==> src/rtl/axi_sram_slave_pkg.sv <==
// Shared widths, response/burst encodings and FSM state type for the AXI-to-SRAM slave responder.
package axi_sram_slave_pkg;

  localparam int unsigned AXI_ID_W    = 8;
  localparam int unsigned AXI_ADDR_W  = 32;
  localparam int unsigned AXI_LEN_W   = 4;
  localparam int unsigned AXI_SIZE_W  = 3;
  localparam int unsigned AXI_BURST_W = 2;
  localparam int unsigned AXI_RESP_W  = 2;
  localparam int unsigned AXI_DATA_W  = 32;
  localparam int unsigned AXI_STRB_W  = AXI_DATA_W / 8;

  localparam logic [AXI_RESP_W-1:0]  RESP_OKAY   = 2'b00;
  localparam logic [AXI_BURST_W-1:0] BURST_FIXED = 2'b00;
  localparam logic [AXI_BURST_W-1:0] BURST_INCR  = 2'b01;
  localparam logic [AXI_BURST_W-1:0] BURST_WRAP  = 2'b10;
  localparam logic [AXI_SIZE_W-1:0]  SIZE_4B     = 3'd2;

  typedef enum logic [2:0] {
    S_IDLE  = 3'd0,
    S_RADDR = 3'd1,
    S_RDATA = 3'd2,
    S_WDATA = 3'd3,
    S_BRESP = 3'd4
  } slave_state_t;

  // Remaining-beat counter reaches zero on the final beat of a burst.
  function automatic logic is_last_beat(input logic [AXI_LEN_W-1:0] cnt);
    return cnt == '0;
  endfunction

endpackage

==> src/rtl/axi_sram_slave_if.sv <==
// AXI4 slave-port bundle (AR/R/AW/W/B) between the crossbar and the SRAM responder.
interface axi_sram_slave_if;
  import axi_sram_slave_pkg::*;

  logic [AXI_ID_W-1:0]    ARID;
  logic [AXI_ADDR_W-1:0]  ARADDR;
  logic [AXI_LEN_W-1:0]   ARLEN;
  logic [AXI_SIZE_W-1:0]  ARSIZE;
  logic [AXI_BURST_W-1:0] ARBURST;
  logic                   ARVALID;
  logic                   ARREADY;

  logic [AXI_ID_W-1:0]    RID;
  logic [AXI_DATA_W-1:0]  RDATA;
  logic [AXI_RESP_W-1:0]  RRESP;
  logic                   RLAST;
  logic                   RVALID;
  logic                   RREADY;

  logic [AXI_ID_W-1:0]    AWID;
  logic [AXI_ADDR_W-1:0]  AWADDR;
  logic [AXI_LEN_W-1:0]   AWLEN;
  logic [AXI_SIZE_W-1:0]  AWSIZE;
  logic [AXI_BURST_W-1:0] AWBURST;
  logic                   AWVALID;
  logic                   AWREADY;

  logic [AXI_DATA_W-1:0]  WDATA;
  logic [AXI_STRB_W-1:0]  WSTRB;
  logic                   WLAST;
  logic                   WVALID;
  logic                   WREADY;

  logic [AXI_ID_W-1:0]    BID;
  logic [AXI_RESP_W-1:0]  BRESP;
  logic                   BVALID;
  logic                   BREADY;

  modport slave (
    input  ARID, ARADDR, ARLEN, ARSIZE, ARBURST, ARVALID,
    output ARREADY,
    output RID, RDATA, RRESP, RLAST, RVALID,
    input  RREADY,
    input  AWID, AWADDR, AWLEN, AWSIZE, AWBURST, AWVALID,
    output AWREADY,
    input  WDATA, WSTRB, WLAST, WVALID,
    output WREADY,
    output BID, BRESP, BVALID,
    input  BREADY
  );

  modport master (
    output ARID, ARADDR, ARLEN, ARSIZE, ARBURST, ARVALID,
    input  ARREADY,
    input  RID, RDATA, RRESP, RLAST, RVALID,
    output RREADY,
    output AWID, AWADDR, AWLEN, AWSIZE, AWBURST, AWVALID,
    input  AWREADY,
    output WDATA, WSTRB, WLAST, WVALID,
    input  WREADY,
    input  BID, BRESP, BVALID,
    output BREADY
  );

endinterface

==> src/rtl/axi_sram_slave.sv <==
// Single-outstanding AXI4 slave bridging INCR read/write bursts (up to 16 beats) onto a
// single-port synchronous SRAM with one-cycle read latency.
module axi_sram_slave
  import axi_sram_slave_pkg::*;
#(
  parameter int unsigned SRAM_AW = 14,
  parameter int unsigned DATA_W  = AXI_DATA_W
) (
  input  logic                  ACLK,
  input  logic                  ARESETn,
  axi_sram_slave_if.slave       axi,
  output logic                  CS,
  output logic                  OE,
  output logic [AXI_STRB_W-1:0] WEB,
  output logic [SRAM_AW-1:0]    A,
  output logic [DATA_W-1:0]     DI,
  input  logic [DATA_W-1:0]     DO
);

  slave_state_t          state_q, state_d;
  logic [AXI_ID_W-1:0]   id_q, id_d;
  logic [SRAM_AW-1:0]    a_q, a_d;
  logic [AXI_LEN_W-1:0]  cnt_q, cnt_d;

  // Size, burst type and address bits outside the SRAM word range carry no meaning here.
  logic unused_fields;
  assign unused_fields = ^{axi.ARSIZE, axi.ARBURST, axi.AWSIZE, axi.AWBURST,
                           axi.ARADDR, axi.AWADDR};

  // The SRAM address is the registered beat address, so it is stable across back-pressure.
  assign A = a_q;

  // State, ID, address and beat-count registers.
  always_ff @(posedge ACLK or negedge ARESETn) begin
    if (!ARESETn) begin
      state_q <= S_IDLE;
      id_q    <= '0;
      a_q     <= '0;
      cnt_q   <= '0;
    end else begin
      state_q <= state_d;
      id_q    <= id_d;
      a_q     <= a_d;
      cnt_q   <= cnt_d;
    end
  end

  // Next-state and channel/SRAM output decode.
  always_comb begin
    state_d     = state_q;
    id_d        = id_q;
    a_d         = a_q;
    cnt_d       = cnt_q;

    axi.ARREADY = 1'b0;
    axi.AWREADY = 1'b0;
    axi.RVALID  = 1'b0;
    axi.RID     = '0;
    axi.RDATA   = '0;
    axi.RRESP   = '0;
    axi.RLAST   = 1'b0;
    axi.WREADY  = 1'b0;
    axi.BVALID  = 1'b0;
    axi.BID     = '0;
    axi.BRESP   = '0;

    CS          = 1'b0;
    OE          = 1'b0;
    WEB         = '1;
    DI          = '0;

    unique case (state_q)
      S_IDLE: begin
        // Reads take priority when both address channels are valid together.
        axi.ARREADY = ARESETn;
        axi.AWREADY = ARESETn & ~axi.ARVALID;
        if (axi.ARVALID) begin
          id_d    = axi.ARID;
          a_d     = axi.ARADDR[SRAM_AW+1:2];
          cnt_d   = axi.ARLEN;
          state_d = S_RADDR;
        end else if (axi.AWVALID) begin
          id_d    = axi.AWID;
          a_d     = axi.AWADDR[SRAM_AW+1:2];
          state_d = S_WDATA;
        end
      end

      S_RADDR: begin
        CS      = 1'b1;
        OE      = 1'b1;
        state_d = S_RDATA;
      end

      S_RDATA: begin
        // Keep reading the same word so DO stays valid while RREADY is low.
        CS         = 1'b1;
        OE         = 1'b1;
        axi.RVALID = 1'b1;
        axi.RDATA  = AXI_DATA_W'(DO);
        axi.RID    = id_q;
        axi.RRESP  = RESP_OKAY;
        axi.RLAST  = is_last_beat(cnt_q);
        if (axi.RREADY) begin
          if (is_last_beat(cnt_q)) begin
            state_d = S_IDLE;
          end else begin
            cnt_d   = cnt_q - AXI_LEN_W'(1);
            a_d     = a_q + SRAM_AW'(1);
            state_d = S_RADDR;
          end
        end
      end

      S_WDATA: begin
        axi.WREADY = 1'b1;
        CS         = 1'b1;
        DI         = DATA_W'(axi.WDATA);
        if (axi.WVALID) begin
          WEB = ~axi.WSTRB;
          a_d = a_q + SRAM_AW'(1);
          if (axi.WLAST) begin
            state_d = S_BRESP;
          end
        end
      end

      S_BRESP: begin
        axi.BVALID = 1'b1;
        axi.BID    = id_q;
        axi.BRESP  = RESP_OKAY;
        if (axi.BREADY) begin
          state_d = S_IDLE;
        end
      end

      default: begin
        state_d = S_IDLE;
      end
    endcase
  end

endmodule

==> src/flat_wrapper.sv <==
// flat-port wrapper written by rule: the top's interface ports become plain ports
module axi_sram_slave_flat import axi_sram_slave_pkg::*;
#(
  parameter int unsigned SRAM_AW = 14,
  parameter int unsigned DATA_W  = AXI_DATA_W
)
  (ACLK, ARESETn, CS, OE, WEB, A, DI, DO, axi_ARID, axi_ARADDR, axi_ARLEN, axi_ARSIZE, axi_ARBURST, axi_ARVALID, axi_ARREADY, axi_RID, axi_RDATA, axi_RRESP, axi_RLAST, axi_RVALID, axi_RREADY, axi_AWID, axi_AWADDR, axi_AWLEN, axi_AWSIZE, axi_AWBURST, axi_AWVALID, axi_AWREADY, axi_WDATA, axi_WSTRB, axi_WLAST, axi_WVALID, axi_WREADY, axi_BID, axi_BRESP, axi_BVALID, axi_BREADY);
  axi_sram_slave_if axi_i ();
  input  logic ACLK;
  input  logic ARESETn;
  output logic CS;
  output logic OE;
  output logic [AXI_STRB_W-1:0] WEB;
  output logic [SRAM_AW-1:0] A;
  output logic [DATA_W-1:0] DI;
  input  logic [DATA_W-1:0] DO;
  input wire logic [$bits(axi_i.ARID)-1:0] axi_ARID;
  input wire logic [$bits(axi_i.ARADDR)-1:0] axi_ARADDR;
  input wire logic [$bits(axi_i.ARLEN)-1:0] axi_ARLEN;
  input wire logic [$bits(axi_i.ARSIZE)-1:0] axi_ARSIZE;
  input wire logic [$bits(axi_i.ARBURST)-1:0] axi_ARBURST;
  input wire logic [$bits(axi_i.ARVALID)-1:0] axi_ARVALID;
  output wire logic [$bits(axi_i.ARREADY)-1:0] axi_ARREADY;
  output wire logic [$bits(axi_i.RID)-1:0] axi_RID;
  output wire logic [$bits(axi_i.RDATA)-1:0] axi_RDATA;
  output wire logic [$bits(axi_i.RRESP)-1:0] axi_RRESP;
  output wire logic [$bits(axi_i.RLAST)-1:0] axi_RLAST;
  output wire logic [$bits(axi_i.RVALID)-1:0] axi_RVALID;
  input wire logic [$bits(axi_i.RREADY)-1:0] axi_RREADY;
  input wire logic [$bits(axi_i.AWID)-1:0] axi_AWID;
  input wire logic [$bits(axi_i.AWADDR)-1:0] axi_AWADDR;
  input wire logic [$bits(axi_i.AWLEN)-1:0] axi_AWLEN;
  input wire logic [$bits(axi_i.AWSIZE)-1:0] axi_AWSIZE;
  input wire logic [$bits(axi_i.AWBURST)-1:0] axi_AWBURST;
  input wire logic [$bits(axi_i.AWVALID)-1:0] axi_AWVALID;
  output wire logic [$bits(axi_i.AWREADY)-1:0] axi_AWREADY;
  input wire logic [$bits(axi_i.WDATA)-1:0] axi_WDATA;
  input wire logic [$bits(axi_i.WSTRB)-1:0] axi_WSTRB;
  input wire logic [$bits(axi_i.WLAST)-1:0] axi_WLAST;
  input wire logic [$bits(axi_i.WVALID)-1:0] axi_WVALID;
  output wire logic [$bits(axi_i.WREADY)-1:0] axi_WREADY;
  output wire logic [$bits(axi_i.BID)-1:0] axi_BID;
  output wire logic [$bits(axi_i.BRESP)-1:0] axi_BRESP;
  output wire logic [$bits(axi_i.BVALID)-1:0] axi_BVALID;
  input wire logic [$bits(axi_i.BREADY)-1:0] axi_BREADY;
  assign axi_i.ARID = axi_ARID;
  assign axi_i.ARADDR = axi_ARADDR;
  assign axi_i.ARLEN = axi_ARLEN;
  assign axi_i.ARSIZE = axi_ARSIZE;
  assign axi_i.ARBURST = axi_ARBURST;
  assign axi_i.ARVALID = axi_ARVALID;
  assign axi_ARREADY = axi_i.ARREADY;
  assign axi_RID = axi_i.RID;
  assign axi_RDATA = axi_i.RDATA;
  assign axi_RRESP = axi_i.RRESP;
  assign axi_RLAST = axi_i.RLAST;
  assign axi_RVALID = axi_i.RVALID;
  assign axi_i.RREADY = axi_RREADY;
  assign axi_i.AWID = axi_AWID;
  assign axi_i.AWADDR = axi_AWADDR;
  assign axi_i.AWLEN = axi_AWLEN;
  assign axi_i.AWSIZE = axi_AWSIZE;
  assign axi_i.AWBURST = axi_AWBURST;
  assign axi_i.AWVALID = axi_AWVALID;
  assign axi_AWREADY = axi_i.AWREADY;
  assign axi_i.WDATA = axi_WDATA;
  assign axi_i.WSTRB = axi_WSTRB;
  assign axi_i.WLAST = axi_WLAST;
  assign axi_i.WVALID = axi_WVALID;
  assign axi_WREADY = axi_i.WREADY;
  assign axi_BID = axi_i.BID;
  assign axi_BRESP = axi_i.BRESP;
  assign axi_BVALID = axi_i.BVALID;
  assign axi_i.BREADY = axi_BREADY;
  axi_sram_slave #(.SRAM_AW(SRAM_AW), .DATA_W(DATA_W)) u_core (.ACLK(ACLK), .ARESETn(ARESETn), .axi(axi_i), .CS(CS), .OE(OE), .WEB(WEB), .A(A), .DI(DI), .DO(DO));
endmodule
==> config.mk <==
export PLATFORM = sky130hd
export DESIGN_NAME = axi_sram_slave_flat
export DESIGN_NICKNAME = d
export VERILOG_FILES = /design/src/rtl/axi_sram_slave_pkg.sv /design/src/rtl/axi_sram_slave_if.sv /design/src/rtl/axi_sram_slave.sv /design/src/flat_wrapper.sv
export SDC_FILE = /design/constraint.sdc
export NUM_CORES = 1
export LEC_CHECK = 0
export CAP_MARGIN = 20
export CORE_AREA = 2 2 110 112
export CTS_CLUSTER_DIAMETER = 100
export DETAILED_ROUTE_END_ITERATION = 12
export DIE_AREA = 0 0 112 114
export PLACE_DENSITY = 0.67
export RECOVER_POWER = 100
export SETUP_SLACK_MARGIN = 0.3
export SLEW_MARGIN = 5
export SYNTH_ARGS = -nofsm -noshare
export SYNTH_HDL_FRONTEND = slang
export SYNTH_SLANG_ARGS = --single-unit
==> constraint.sdc <==
create_clock -name ACLK -period 4.51 [get_ports ACLK]
set_input_delay 0.6765 -clock ACLK [delete_from_list [all_inputs] [get_ports ACLK]]
set_output_delay 0.6765 -clock ACLK [all_outputs]
set_load 0.01 [all_outputs]
==> results of run 1 <==
## logic make-up (layout without fill, tap and decap cells)
family                   count (synthesis)  in the layout  synth area share
AO/OA/AOI/OAI                           70             70             0.174
buffers and inverters                   38            248            0.0777
other                                    1              4           0.00144
multiplexers                            22             22            0.0864
flip-flops                              29             29             0.278
XOR/XNOR                                 1              1           0.00336
AND/OR/NAND/NOR                        169            169             0.364
adder cells (fa/ha/maj)                  3              3            0.0144
## power by group through the flow
stage               registers (mW)  logic (mW)  clock network (mW)
global placement             0.544        1.86                   0
floorplan                    0.533        1.06                   0
CTS                          0.550        1.90               0.445
global route                 0.572        1.93               0.457
finish                       0.545        1.76               0.435
detailed placement           0.552        1.89                   0
## cells in the final DEF (no fill, tap or decap), drive strengths merged, types with 2 or more instances in the layout
cell / count
a211oi: 3
a21o: 3
a21oi: 25
a22o: 2
a31oi: 5
and2: 42
and3: 41
and4: 2
buf: 3
bufinv: 2
clkbuf: 10
clkdlybuf4s50: 142
conb: 4
dfrtp: 29
dlygate4sd3: 86
ha: 3
inv: 4
mux2: 4
mux2i: 18
nand2: 21
nand2b: 2
nand3: 11
nand4: 2
nor2: 26
nor2b: 9
nor3: 6
o21ai: 9
o22a: 5
o22ai: 3
o31ai: 6
or3: 2
## worst max path at each step
stage	end	depth (start not counted)
6_report	axi_RDATA[14]	6
4_1_cts	WEB[1]	4
3_5_place_dp	WEB[2]	4
3_3_place_gp	WEB[1]	4
5_1_grt	axi_RDATA[15]	6
2_1_floorplan	axi_AWREADY	2
## final cells by class
class / count / area share
Clock buffer: 5 / 0.0245
Clock inverter: 3 / 0.0127
Inverter: 4 / 0.00294
Multi-Input combinational cell: 269 / 0.327
Sequential cell: 29 / 0.142
Tap cell: 147 / 0.0360
Timing Repair Buffer: 236 / 0.455
## per-stage QoR
stage	std cells	area, um^2	hold WS, ns	utilization
finish	693	5110	0.510	0.436
global route	693	5110	0.534	0.436
CTS	693	5150	0.515	0.440
detailed placement	685	4960	0.504	0.424
global placement	685	4960	0.487	0.424
floorplan	336	2620	0.381	-
## worst max-delay path: stages, from the launching register on
cell,delay [ns]
dfrtp_1,0.38
clkbuf_1,0.39
nand2b_1,0.31
nor2_1,0.29
clkbuf_2,0.59
and2_1,0.21
dlygate4sd3_1,0.62
## registers in the layout, indices dropped and copies added (netlist names)
signal / count
u_core.state_q: 3
u_core.cnt_q: 4
u_core.A: 14
u_core.id_q: 8
## metal layers
metal	routed length, um	up-vias	global-route usage
li1	-	1595	-
met1	4420	1478	0.196
met2	5160	134	0.263
met3	847	5	0.0468
met4	61	0	0.0260
met5	0	-	0
==> summary.md, run 1 <==
The first global-routing pass estimated 16000 um of wire. Total power for the finished layout comes to 2.74 mW. The tools report the startpoint of the worst setup timing path as u_core.state_q[2]$_DFFE_PN0P_.

STA classifies the critical path endpoint as an output pin. Setup violations remaining at the end of the flow were counted as 0. Wires add up to 10500 um. The first routing iteration left 135 violations. The routed layout has 3212 vias.

The run gives 0.199 as the sequential fraction of design power. Once the clock tree was built, the setup fixing pass inserted 0 buffers. The tool flagged a number of max-cap violations equal to 2.

The type of the worst min-delay path is flop to flop. The maximum buffer depth of the clock tree was 2; the worst clock skew on the final layout was 0.00241 ns. The endpoint identified for the worst register-to-register timing path is u_core.state_q[0]$_DFFE_PN0P_. By area the synthesized netlist is led by dfrtp_1 28%, and2_1 10%, and3_1 9.8%.

TritonCTS built the clock tree. The pin slew with the least headroom to its limit works out to 2.19 ns. The number of cells on the worst reg-to-reg path is 5. By count the netlist is led by 42 x and2_1, 41 x and3_1, 29 x dfrtp_1. The number of gates resized after CTS was 0.

The critical path class is flop to output pin. The tools report the peak supply drop as 0.000198 V. The tools report the clock network power share as 0.159. In this run the register-to-register setup slack is 1.37 ns. The logs give 3061 for the via count of the first global-routing pass and 3.09 ns for the data arrival time at the worst-slack endpoint.

The power spent charging and discharging nets was 1.17 mW. The total negative setup slack is 0 ns. The cell area that synthesis handed to floorplanning was 2610 um^2.

The fraction of layout cells with a size suffix above 1 was 0.0348. The path with the worst hold slack has its endpoint at u_core.cnt_q[1]$_DFFE_PN0P_. Count of buffers from port buffering: 229. Setup repair after global routing left no endpoint under its margin. The launch instance of the worst min-delay path was u_core.cnt_q[1]$_DFFE_PN0P_.

The count of inserted antenna diode cells was 0; the layout net count was 722. Largest net degree at the start of global routing: 48. The sequential-to-total area share from yosys stat was 0.278; the data required time of the critical path was 3.83 ns.

The number of hold-slack violations in the final timing report was 0. The initial antenna violation count is 0. Fill cells in the final layout number 1158.

Source of the worst register-to-register timing path: u_core.state_q[1]$_DFFE_PN0P_. The headroom to the max-slew limit is -0.475, and the power density over the cells is 537 nW/um^2. The switching fraction of total power was 0.426.

Internal power comes to 1.57 mW. The flip-flop and latch area was 726 um^2; the placeable core area was 11700 um^2. The number of cells on the worst hold path was 1. The flow ran to the end, but the final reports show violations. The final reports fail on max-capacitance violations, max-slew violations. The via-per-instance ratio came out at 4.63. The prevailing post-synth register cell was dfrtp_1. The analysis attributes to cell leakage a power of 2.29 nW. Yosys instantiated no cell more often than and2_1. Once detail routing completed, the nets flagged for antenna violations numbered 0. The die covers 12800 um^2. In the final routed layout, each cell accounts on average for 15.1 um. The global placer's final weighted congestion was 0.816.

The leftover overflow at the end of global routing was 0. The worst setup path is launched from a flop. Clock insertion delay at the later pin of the skew report: 0.27 ns.

In this run the worst path has a maximum fanout of 44. The chip height works out to 114 um. Of all cell types, the one taking the most synthesized area is dfrtp_1. The logs give 0.223 for the initial core utilization and 47 for the number of distinct library cells after synthesis.

The die span in x was 112 um; the number of remaining DRC errors was 0. The cell count after synthesis was 333; the post-route worst setup slack was 0.747 ns. Relative to the synthesized area, the layout overhead comes to 95.9%. The register bit total from synthesis was 29; the area share of the leading cell type in the synthesized netlist was 0.278.

After legalization and detailed placement, the total HPWL measured 8170 um. The overall global routing resource usage is 0.154, and the number of iterations in the first detailed-routing pass is 4. Clock tree synthesis selected as its root buffer the cell clkbuf_16. The clock period could shrink to 3.76 ns. Based on the critical path, the design can be clocked at up to 0.266 GHz.

During synthesis, Yosys emitted a total of 0 warnings. The post-placement worst setup slack came out at 1.29 ns. The number of I/O pins was 284; the clock sink total was 29. The H-tree was split into 2 levels. Each instance of the synthesized netlist takes up on average 7.83 um^2.

The relative contribution of combinational cells to total power is 0.643, and the number of buffers inserted by hold repair at cts is 0. The share of flip-flops with an asynchronous set or reset after synthesis is 1.00. The multi-input combinational cells in the finished layout cover a total of 1670 um^2.

After floorplanning, the core was divided into 40 placement rows. The clock transition time at the flip-flop clock pins of the worst setup and hold paths works out to 0.05 ns. The count of flip-flops with a built-in enable after synthesis came out at 0.

The number of slew-limit violations in the final report came out at 47. CTS buffer count: 5. Final critical-path share of the clock period: 0.834.
Power figures use the tool's default switching activity.
==> inputs of run 2 (changes only) <==
- clock period: 4.51 -> 3.6 ns (I/O delays scaled with it)
==> summary.md, run 2 (synthesized netlist as in run 1, its figures left out) <==
For the count of H-tree levels built during CTS, the log shows 2 (unchanged). The average routed wire per standard cell came out at 15.0 um (-0.65%). The data required time of the critical path was 3.06 ns (-0.77 ns). The area of all placed cells without fillers was 5100 um^2 (-0.20%); the layout net count was 724 (+0.28%). The headroom to the max-slew limit was -0.443 (+0.0320); the number of slew-limit violations in the final report was 47 (unchanged).

The flip-flop and latch area was 726 um^2 (unchanged); the number of instances resized during post-cts repair was 0 (unchanged). The initial core utilization was 0.223 (unchanged); the count of inserted antenna diode cells was 0 (unchanged). The pin slew with the least headroom to its limit was 2.14 ns (-0.0475 ns). Setup repair after global routing left no endpoint under its margin. The final critical-path share of the clock period is 0.874.

The maximum fanout along the worst path was 33 (-25%); the instance area at placement was 4970 um^2 (+0.30%). Counting I/O delays and the setup requirement, the final critical path takes 3.15 ns. The slack of the worst reg-to-reg path is 0.71 ns (-0.66 ns).

The run gives 0 ns (unchanged) as the total negative setup slack. The tools report the CTS buffer count as 5 (unchanged). The number of setup violations in the final report is 0 (unchanged). The fraction of layout cells with a size suffix above 1 is 0.0438 (+0.00900), and the leftover overflow at the end of global routing is 0 (unchanged). The number of I/O pins is 284 (unchanged), and the via-per-instance ratio is 4.66 (+0.55%).

The floorplan row count is 40 (unchanged). The final reports fail on max-capacitance violations, max-slew violations. Static timing analysis puts the maximum clock frequency at 0.318 GHz.

The path with the worst hold slack has its endpoint at u_core.cnt_q[1]$_DFFE_PN0P_. In the layout the commonest cells are 139 x clkdlybuf4s50_1, 89 x dlygate4sd3_1, 41 x and3_1. The worst setup path is launched from a flop.

The worst register-to-register path ends at u_core.id_q[6]$_DFFE_PN0P_. The critical path class was flop to output pin. The die footprint was 12800 um^2 (unchanged). The run gives 0.435 (-0.000855) as the final core area utilization. The logs give 15900 um (-0.69%) for the global-route wire length before repair and 10500 um (-0.36%) for the wire length reported by the detailed router.

The run gives 0.00438 ns (+0.00197 ns) as the worst clock skew on the final layout. Peak supply drop: 0.000330 V (+67%). The remaining number of nets flagged by the antenna check after routing came out at 0 (unchanged). Detailed placement HPWL: 8260 um (+1.1%). Post-route worst setup slack: 0.455 ns (-0.292 ns). The max-cap violation count is 2 (unchanged), and the number of cells traversed by the worst register-to-register path is 3 (-2). The min-delay analysis places its worst path in the category flop to flop. The number of iterations in the first detailed-routing pass is 5 (+1).

The detailed-route via count came out at 3239 (+0.84%). Chip height: 114 um (unchanged). The reported leakage power came out at 2.33 nW (+1.9%).

The most common library cell in the layout ignoring fill and taps is clkdlybuf4s50_1. For the maximum buffer depth of the clock tree, the log shows 2 (unchanged). The type of element capturing the critical path is an output pin.

The post-CTS setup-driven buffer insertion count was 0 (unchanged). The launch instance of the worst min-delay path was u_core.cnt_q[1]$_DFFE_PN0P_. The number of buffers inserted by hold repair at cts is 0 (unchanged), and the number of remaining DRC errors is 0 (unchanged). The die span in x was 112 um (unchanged). The flip-flop count of the largest register, all copies and words added was 14 (unchanged); the post-placement worst setup slack was 0.870 ns (-0.423 ns). For the initial antenna violation count, the log shows 0 (unchanged). The run gives 1670 um^2 (+0.15%) as the area taken by multi-input logic gates. The overall global routing resource usage was 0.155 (+0.000770); the placeable core area was 11700 um^2 (unchanged). The via count of the first global-routing pass came out at 3074 (+0.42%). Clock tree synthesis selected as its root buffer the cell clkbuf_16. The clock sink total was 29 (unchanged).

The flow ran to the end, but the final reports show violations. TritonCTS built the clock tree. Clock insertion delay at the later pin of the skew report: 0.28 ns (about the same).

The layout overhead on the synthesized area is 95.5%. The global placer's final weighted congestion is 0.819 (+0.39%). The number of hold-slack violations in the final timing report is 0 (unchanged). For the number of filler cells placed in the layout, the log shows 1173 (+1.3%).

The power density over the cells was 657 nW/um^2 (+22%); the count of buffers from port buffering was 229 (unchanged). For the count of routing violations after the opening detailed-route iteration, the log shows 117 (-13%). The logs give 2.61 ns (-0.48 ns) for the data arrival time at the worst-slack endpoint and 50 (+4.2%) for the largest net degree at the start of global routing. The number of cells on the worst hold path works out to 1 (unchanged). The clock transition time at the flip-flop clock pins of the worst setup and hold paths is 0.05 ns (about the same).

The source of the worst register-to-register timing path was u_core.state_q[2]$_DFFE_PN0P_.
[run 2: cell count changes in the layout (fill, tap and decap cells not counted), moves of 3 or more]
cell	previous run	this run
and2_0	19	10
and2_1	23	32
buf_4	2	5
clkdlybuf4s50_1	142	139
dlygate4sd3_1	86	89
[run 2: how the worst max path moves through the flow]
stage,slack [ns],to,startpoint
4_1_cts,0.62,WEB[1],u_core.state_q[1]$_DFFE_PN0P_
5_1_grt,0.27,WEB[1],u_core.state_q[1]$_DFFE_PN0P_
2_1_floorplan,1.65,axi_RDATA[10],u_core.state_q[1]$_DFFE_PN0P_
3_3_place_gp,0.85,axi_AWREADY,ARESETn
6_report,0.45,WEB[1],u_core.state_q[1]$_DFFE_PN0P_
3_5_place_dp,0.87,axi_AWREADY,ARESETn
[run 2: per-stage QoR]
step	cells	hold WS (ns)	total power, mW
floorplan	336	0.244	1.99
finish	695	0.502	3.35
CTS	695	0.507	3.55
detailed placement	687	0.496	3.08
global route	695	0.537	3.63
global placement	687	0.486	3.03
[run 2: cell type report]
class / count / area share
Timing Repair Buffer: 238 / 0.459
Multi-Input combinational cell: 269 / 0.328
Sequential cell: 29 / 0.142
Tap cell: 147 / 0.0361
Clock buffer: 7 / 0.0299
Inverter: 4 / 0.00294
Clock inverter: 1 / 0.000982
[run 2: power by group]
group          switching [mW]  internal (mW)  leakage (nW)
registers               0.207          0.496         0.333
logic                    1.11           1.09          1.92
clock network           0.146          0.292        0.0799
total                    1.47           1.88          2.33
[run 2: worst max-delay path, stage by stage, from the launching register on]
cell             delay, ns
dfrtp_1               0.61
nor2b_1               0.23
clkbuf_2              0.44
and2_0                0.38
nand3_1               0.14
clkdlybuf4s50_1       0.52
[run 2: layer usage]
layer | wire [um] | vias to the layer above | track usage
met5 | 0 | - | 0
met4 | 65 | 0 | 0.0252
met3 | 884 | 6 | 0.0563
met2 | 5130 | 151 | 0.262
met1 | 4370 | 1481 | 0.193
li1 | - | 1601 | -
